## src/rtl/pattern_detector.sv

```systemverilog
// pattern_detector: serial-bit pattern matcher with runtime-loadable
// pattern/mask, overlapping or non-overlapping detection, match counter.
//
// Ports:
//   clk          rising-edge clock
//   reset        asynchronous active-high reset
//   en           serial-bit valid; si is sampled only when en=1
//   si           serial data bit (first bit of the sequence ends up in MSB)
//   load         capture pattern_in/mask_in/overlap_in, restart the window
//   pattern_in   new pattern (N bits)
//   mask_in      new compare mask (1 = compare, 0 = don't care)
//   overlap_in   new mode (1 = overlapping, 0 = non-overlapping)
//   count_clr    synchronous clear of match_count
//   detected     registered one-cycle pulse per match
//   match_count  saturating match counter
//   armed        high while the window is full and compares are live

module pattern_detector #(
    parameter int             N             = 3,
    parameter int             CNT_WIDTH     = 8,
    parameter logic [N-1:0]   RESET_PATTERN = N'(3'b110),
    parameter logic [N-1:0]   RESET_MASK    = '1
) (
    input  logic                 clk,
    input  logic                 reset,
    input  logic                 en,
    input  logic                 si,
    input  logic                 load,
    input  logic [N-1:0]         pattern_in,
    input  logic [N-1:0]         mask_in,
    input  logic                 overlap_in,
    input  logic                 count_clr,
    output logic                 detected,
    output logic [CNT_WIDTH-1:0] match_count,
    output logic                 armed
);

    localparam int FW = $clog2(N + 1);

    localparam logic [FW-1:0] FILL_FULL = FW'(N);
    localparam logic [FW-1:0] FILL_LAST = FW'(N - 1);

    typedef enum logic [1:0] {
        S_IDLE,
        S_FILL,
        S_HUNT
    } state_t;

    state_t               r_state;
    state_t               w_state_n;
    logic [N-1:0]         r_window;
    logic [N-1:0]         w_window_n;
    logic [FW-1:0]        r_fill;
    logic [FW-1:0]        w_fill_n;
    logic [N-1:0]         r_pattern;
    logic [N-1:0]         r_mask;
    logic                 r_overlap;
    logic                 r_detected;
    logic [CNT_WIDTH-1:0] r_count;

    logic [N-1:0]         w_shifted;
    logic                 w_hit;
    logic                 w_match;
    logic                 w_sat;
    logic                 w_unused_msb;

    // The oldest bit simply falls off the end of the window.
    assign w_unused_msb = r_window[N-1];

    // Compare against the window as it will be after this edge, so the
    // bit being sampled right now takes part in the decision.
    assign w_shifted = {r_window[N-2:0], si};
    assign w_hit     = ((w_shifted ^ r_pattern) & r_mask) == '0;
    assign w_sat     = &r_count;

    always_comb begin
        w_state_n  = r_state;
        w_window_n = r_window;
        w_fill_n   = r_fill;
        w_match    = 1'b0;
        if (load) begin
            // A load restarts detection and drops the bit at this edge.
            w_window_n = '0;
            w_fill_n   = '0;
            w_state_n  = (mask_in == '0) ? S_IDLE : S_FILL;
        end else if (en) begin
            case (r_state)
                S_IDLE: begin
                    w_state_n = S_IDLE;
                end
                S_FILL: begin
                    w_window_n = w_shifted;
                    if (r_fill == FILL_LAST) begin
                        // Nth bit just arrived: its compare already counts.
                        if (w_hit) begin
                            w_match = 1'b1;
                        end
                        if (w_hit && !r_overlap) begin
                            w_fill_n  = '0;
                            w_state_n = S_FILL;
                        end else begin
                            w_fill_n  = FILL_FULL;
                            w_state_n = S_HUNT;
                        end
                    end else begin
                        w_fill_n = r_fill + FW'(1);
                    end
                end
                S_HUNT: begin
                    w_window_n = w_shifted;
                    if (w_hit) begin
                        w_match = 1'b1;
                        if (!r_overlap) begin
                            w_fill_n  = '0;
                            w_state_n = S_FILL;
                        end
                    end
                end
                default: begin
                    w_window_n = '0;
                    w_fill_n   = '0;
                    w_state_n  = S_FILL;
                end
            endcase
        end
    end

    always_ff @(posedge clk or posedge reset) begin
        if (reset) begin
            r_state  <= S_FILL;
            r_window <= '0;
            r_fill   <= '0;
        end else begin
            r_state  <= w_state_n;
            r_window <= w_window_n;
            r_fill   <= w_fill_n;
        end
    end

    always_ff @(posedge clk or posedge reset) begin
        if (reset) begin
            r_pattern <= RESET_PATTERN;
            r_mask    <= RESET_MASK;
            r_overlap <= 1'b1;
        end else if (load) begin
            r_pattern <= pattern_in;
            r_mask    <= mask_in;
            r_overlap <= overlap_in;
        end
    end

    always_ff @(posedge clk or posedge reset) begin
        if (reset) begin
            r_detected <= 1'b0;
        end else begin
            r_detected <= w_match;
        end
    end

    // Clear beats a coincident match; the pulse itself is unaffected.
    always_ff @(posedge clk or posedge reset) begin
        if (reset) begin
            r_count <= '0;
        end else if (count_clr) begin
            r_count <= '0;
        end else if (w_match && !w_sat) begin
            r_count <= r_count + CNT_WIDTH'(1);
        end
    end

    assign detected    = r_detected;
    assign match_count = r_count;
    assign armed       = (r_state == S_HUNT);

endmodule
```

## config.mk

```make
export PLATFORM = sky130hd
export DESIGN_NAME = pattern_detector
export DESIGN_NICKNAME = d
export VERILOG_FILES = /design/src/rtl/pattern_detector.sv
export SDC_FILE = /design/constraint.sdc
export NUM_CORES = 1
export LEC_CHECK = 0
export BUFFER_PORTS_ARGS = -buffer_cell sky130_fd_sc_hd__buf_2
export CORE_UTILIZATION = 57
export CTS_BUF_LIST = sky130_fd_sc_hd__clkbuf_16
export CTS_CLUSTER_SIZE = 10
export DETAILED_ROUTE_END_ITERATION = 6
export HOLD_SLACK_MARGIN = 0.1
export PLACE_DENSITY_LB_ADDON = 0.12
export SYNTH_ARGS = -nofsm -noshare
export SYNTH_HDL_FRONTEND = slang
export SYNTH_SLANG_ARGS = --single-unit
```

## constraint.sdc

```tcl
create_clock -name clk -period 4.51 [get_ports clk]
set_clock_uncertainty 0.15 [all_clocks]
set_input_delay 0.451 -clock clk [delete_from_list [all_inputs] [get_ports clk]]
set_output_delay 0.451 -clock clk [all_outputs]
set_load 0.03 [all_outputs]
```

After elaboration in Yosys (flattened, before gate mapping)
Cells that the tools add are included.
Operators by class
  add/sub/neg operators: 2
  equal/unequal tests: 7
  mux-type cells: 25
  bitwise gates (word level): 2
  reduce and logical (&&, ||, !) cells: 14
Operators by type and width (count)
  2-to-1 mux 2 bit: 14
  2-to-1 mux 8 bit: 2
  case mux 2 bit (3 select lines): 2
  adder 8 x 1 -> 8 bit, second input constant: 1
  AND reduction 4 bit: 2
  AND reduction 8 bit: 1
  logical NOT 3 bit: 2
  != test 3 bit, second input constant: 2
  2-to-1 mux 1 bit: 5
  equality test 2 bit, second input constant: 2
  case mux 2 bit (2 select lines): 1
  nonzero test 2 bit: 2
  AND 3 bit: 1
  != test 3 x 2 -> 1 bit, second input constant: 1
  bitwise XOR 3 bit: 1
  adder 2 x 1 -> 2 bit, second input constant: 1
  equality test 2 x 1 -> 1 bit, second input constant: 1
  logical AND 1 bit: 2
  logical NOT 1 bit: 2
  logical NOT 2 bit: 1
  != test 2 bit, second input constant: 1
  case mux 1 bit (2 select lines): 1
  AND reduction 2 bit: 1
  OR reduction 2 bit: 1
Word-level totals
  register bits after elaboration: 22
  bits of input ports: 13
  word-level logic and storage cells: 58

Longest topological paths before layout
  word-level depth: 11
  mapped depth: 8

Worst setup path after synthesis
OpenSTA, ideal clock, no wires.
  kind: reg-to-reg
  start: reg r_pattern[1]
  end: reg r_count[3] (netlist: match_count[3])
  library setup time: 78 ps
  arrival time: 2162 ps
  data required time: 4282 ps
  setup slack: 2120 ps
  stages on the path, launching flop included: 7
  path buffers: 1
  period minus slack after synthesis: 2390 ps
  path through: dfstp_2 > xor2_1 > a222oi_1 > or4b_4 > buf_6 > or3_1 > a21oi_1
Between the ends
  longest elaborated chain between the ends: 10
Ends and longest elaborated chain
  start, declared: RTL line 55  | logic [N-1:0] r_pattern;
  start signal, assigned: RTL line 146  | r_pattern <= pattern_in;
  bitwise XOR 3 bit *: RTL line 73  | assign w_hit = ((w_shifted ^ r_pattern) & r_mask) == '0;
  AND 3 bit *: RTL line 73
  logical NOT 3 bit *: RTL line 73
  2-to-1 mux 1 bit *: RTL line 95, 111
  2-to-1 mux 1 bit: RTL line 93  | if (r_fill == FILL_LAST) begin
  case mux 1 bit (2 select lines) *: RTL line 87  | case (r_state)
  2-to-1 mux 1 bit *: RTL line 86  | end else if (en) begin
  2-to-1 mux 1 bit *: RTL line 81  | if (load) begin
  logical AND 1 bit *: RTL line 166  | end else if (w_match && !w_sat) begin
  nonzero test 2 bit (no source line) *
  end signal, assigned: RTL line 167  | r_count <= r_count + CNT_WIDTH'(1);
  end, declared: RTL line 59  | logic [CNT_WIDTH-1:0] r_count;
Every way passes the cells marked *; elsewhere a longest branch is shown, timed or not.
A chain may end at the register's enable or synchronous reset.

Worst setup path after layout
  start: reg r_pattern[1]
  end: reg r_count[5] (netlist: match_count[5])
Same word-level chain as after synthesis.

==> results.txt <==
Vias per std cell - 5.87
Synthesized flop and latch total - 22
WL/cell - 15.0 microns
Worst path max stage delay - 630 ps
Routability cong. - 0.813
TNS Setup - 0 ps
Peak supply drop - 0.306 mV
Clock share of power - 32.2%
Syn Area/Cell - 10.6 sq um
Power per Cell Area - 418 nW/um^2
Fillers - 158
Max-Cap Viols - 0
CP Buf/Inv Count - 0
Final Core Density - 70.5%
Final nets - 152
Critical path's slowest cell - or4b_4
DRC - 0
Std-Cell Rows - 16
Max transition margin - 46.0%
Worst-path clk slew - 60 ps
Post-synthesis sequential area ratio - 47.0%
Max H-tree Level - 1
I/O Buffers - 22
Outcome - finished, final reports clean
Synth warn - 0
Final ANT Viol Nets - 0
# clock sinks - 22
Min-Delay Path Class - in -> async
Die height - 47.7 microns
Worst Path Required - 4540 ps
Initial Util - 60.7%
Initial drt markers - 18
Post-synthesis cell area - 1190 sq um
Cts hold-fix bufs - 0
Max Root-Sink Buffers - 2
Syn nets - 129
Distinct cells, synth - 37
Clock period minus final worst setup slack - 2600 ps
Share of cells above drive strength 1 - 32.1%
Internal power - 0.000406 W
First-pass DRT Iterations - 5
ANT cells - 0
RSZ-0062 raised after global routing - no
Die area - 2270 sq um
CTS tree - yes
Flop pwr share - 41.9%
RR Endpoint - match_count[5]
Period utilisation layout - 57.6%
FMAX - 385 MHz
Initial antenna violation count - 0
Post-DP HPWL - 1720 microns
Reg-to-reg setup timing slack - 1910 ps
CORE AREA - 1960 sq um
Vias in the first global route - 775
# setup viols final - 0
Top cells by area, synth - dfrtp_1 32%, dfstp_2 15%, mux2_2 6.6%
Combinational power share - 25.9%
Top cell type's share of synthesized area - 31.5%
Post-CTS Setup Bufs - 0
Worst setup SP type - flip-flop
Gr usage total - 22.2%
R2R depth - 5
P_leak - 0.655 nW
Final Max Slew Viols - 0
Sw frac - 29.8%
Root Buffer - clkbuf_16
Power after layout - 0.000578 W
CP endpoint kind - flip-flop
Die Wd - 47.7 microns
Worst reg2reg path startpoint - r_pattern[1]
Cell type with the largest total area after synthesis - dfrtp_1
Largest delay share family, worst path - simple AND/OR/NAND/NOR gates
Final Hold Fails - 0
Worst slew pin tran - 809 ps
Num CTS Buffers - 3
Post-Syn Instances - 112
Crit-path cells - xor2_1, a222oi_1, or4b_4, or3_1, a21oi_1
Switch Pwr - 0.000172 W
Worst-skew pair later-pin latency - 250 ps
WP data arrival - 2630 ps
Pin count of the biggest net entering global routing - 23
Total wire length - 2420 microns
Place WS - 1960 ps
Kind of critical path - reg -> reg
Critical Path Fanout Max - 12
Routed vias - 945
Global-route wire length before repair - 3510 microns
Slack of the critical path - 1910 ps
CTS resizes - 0
P&R area growth vs syn - 16.3%
Overflow after GRT - 0
I/O pin total - 23
[metal layers]
layer / routed length (microns) / vias up / GRT usage [%]
met5: 0 / - / 0
met3: 107 / 2 / 3.40
met2: 1170 / 32 / 34.9
met4: 12 / 0 / 6.67
met1: 1130 / 453 / 31.5
li1: - / 458 / -
[sequential cells by signal, summed over array words and instances, names as in the netlist]
| name | flops |
|---|---|
| detected | 1 |
| r_pattern | 3 |
| r_overlap | 1 |
| r_window | 2 |
| r_fill | 2 |
| r_mask | 3 |
| match_count | 8 |
| r_state | 2 |
[power by group through the flow]
| stage | Combinational [W] | Sequential (W) | Clock [W] |
|---|---|---|---|
| 3_3_place_gp | 0.000144 | 0.000243 | 0 |
| 4_1_cts | 0.000148 | 0.000241 | 0.000187 |
| 6_report | 0.000150 | 0.000242 | 0.000186 |
| 3_5_place_dp | 0.000145 | 0.000245 | 0 |
| 5_1_grt | 0.000164 | 0.000244 | 0.000196 |
| 2_1_floorplan | 0.000117 | 0.000240 | 0 |
[placed cells by master (no fill, tap or decap), drive strengths merged, types with 3 or more instances in the layout]
cell type,n
or3,6
clkbuf,3
buf,22
o21ai,8
nand2,3
dfrtp,15
ha,4
mux2,7
nand3,5
a21oi,11
dfstp,7
inv,9
nor2,4
xor2,4
[cell type report]
class,count,area [sq um],share of cell area (%)
multi-input combinational,78,572,41.3
sequential,22,559,40.4
timing repair buffer,22,110,7.96
clock buffer,3,75.1,5.42
tap,27,33.8,2.44
inverter,8,30.0,2.17
clock inverter,1,3.75,0.271
[worst max-delay path by stage]
stage	from	endpoint	depth (start not counted)	slack (ps)
2_1_floorplan	r_pattern[1]	match_count[3]	6	2120
3_3_place_gp	si	match_count[5]	6	2040
3_5_place_dp	si	match_count[5]	6	1960
4_1_cts	r_pattern[1]	match_count[5]	5	1930
5_1_grt	r_pattern[1]	match_count[4]	5	1800
6_report	r_pattern[1]	match_count[5]	5	1910
[Yosys cell counts]
cell,count
clkdlybuf4s25_2,1
a21o_1,1
nand4_1,1
nor3b_2,1
and4_1,2
xor2_1,4
and3_1,1
a221oi_1,1
and2_1,1
nor2_1,4
and3b_1,1
nand2b_1,1
nor2b_1,2
or3_1,6
nor4bb_1,1
a222oi_1,1
dfrtp_1,15
nand3_1,5
dfstp_2,7
clkbuf_1,2
o211ai_2,1
or4b_4,1
o21ai_0,2
mux2i_1,2
o32ai_1,1
a21oi_1,11
mux2_2,7
o31ai_1,2
buf_6,1
a21o_2,1
a221o_1,1
inv_1,8
a41o_1,1
nand2_1,3
a31oi_1,2
o21ai_1,6
ha_1,4
[kinds of logic after synthesis]
family	Yosys count	share of synthesized area (%)
AO/OA/AOI/OAI	31	16.7
XOR/XNOR	4	2.94
adder cells (fa/ha/maj)	4	4.21
buffers and inverters	12	4.94
flip-flops	22	47.0
multiplexers	9	8.31
AND/OR/NAND/NOR	30	15.9
[per-stage QoR]
step | cell area [sq um] | hold WS (ps) | cells
after floorplan | 1190 | 285 | 112
after CTS | 1380 | 224 | 161
after global routing | 1380 | 272 | 161
after detailed placement | 1310 | 382 | 157
after global placement | 1310 | 361 | 157
final | 1380 | 194 | 161
Power figures use the tool's default switching activity.
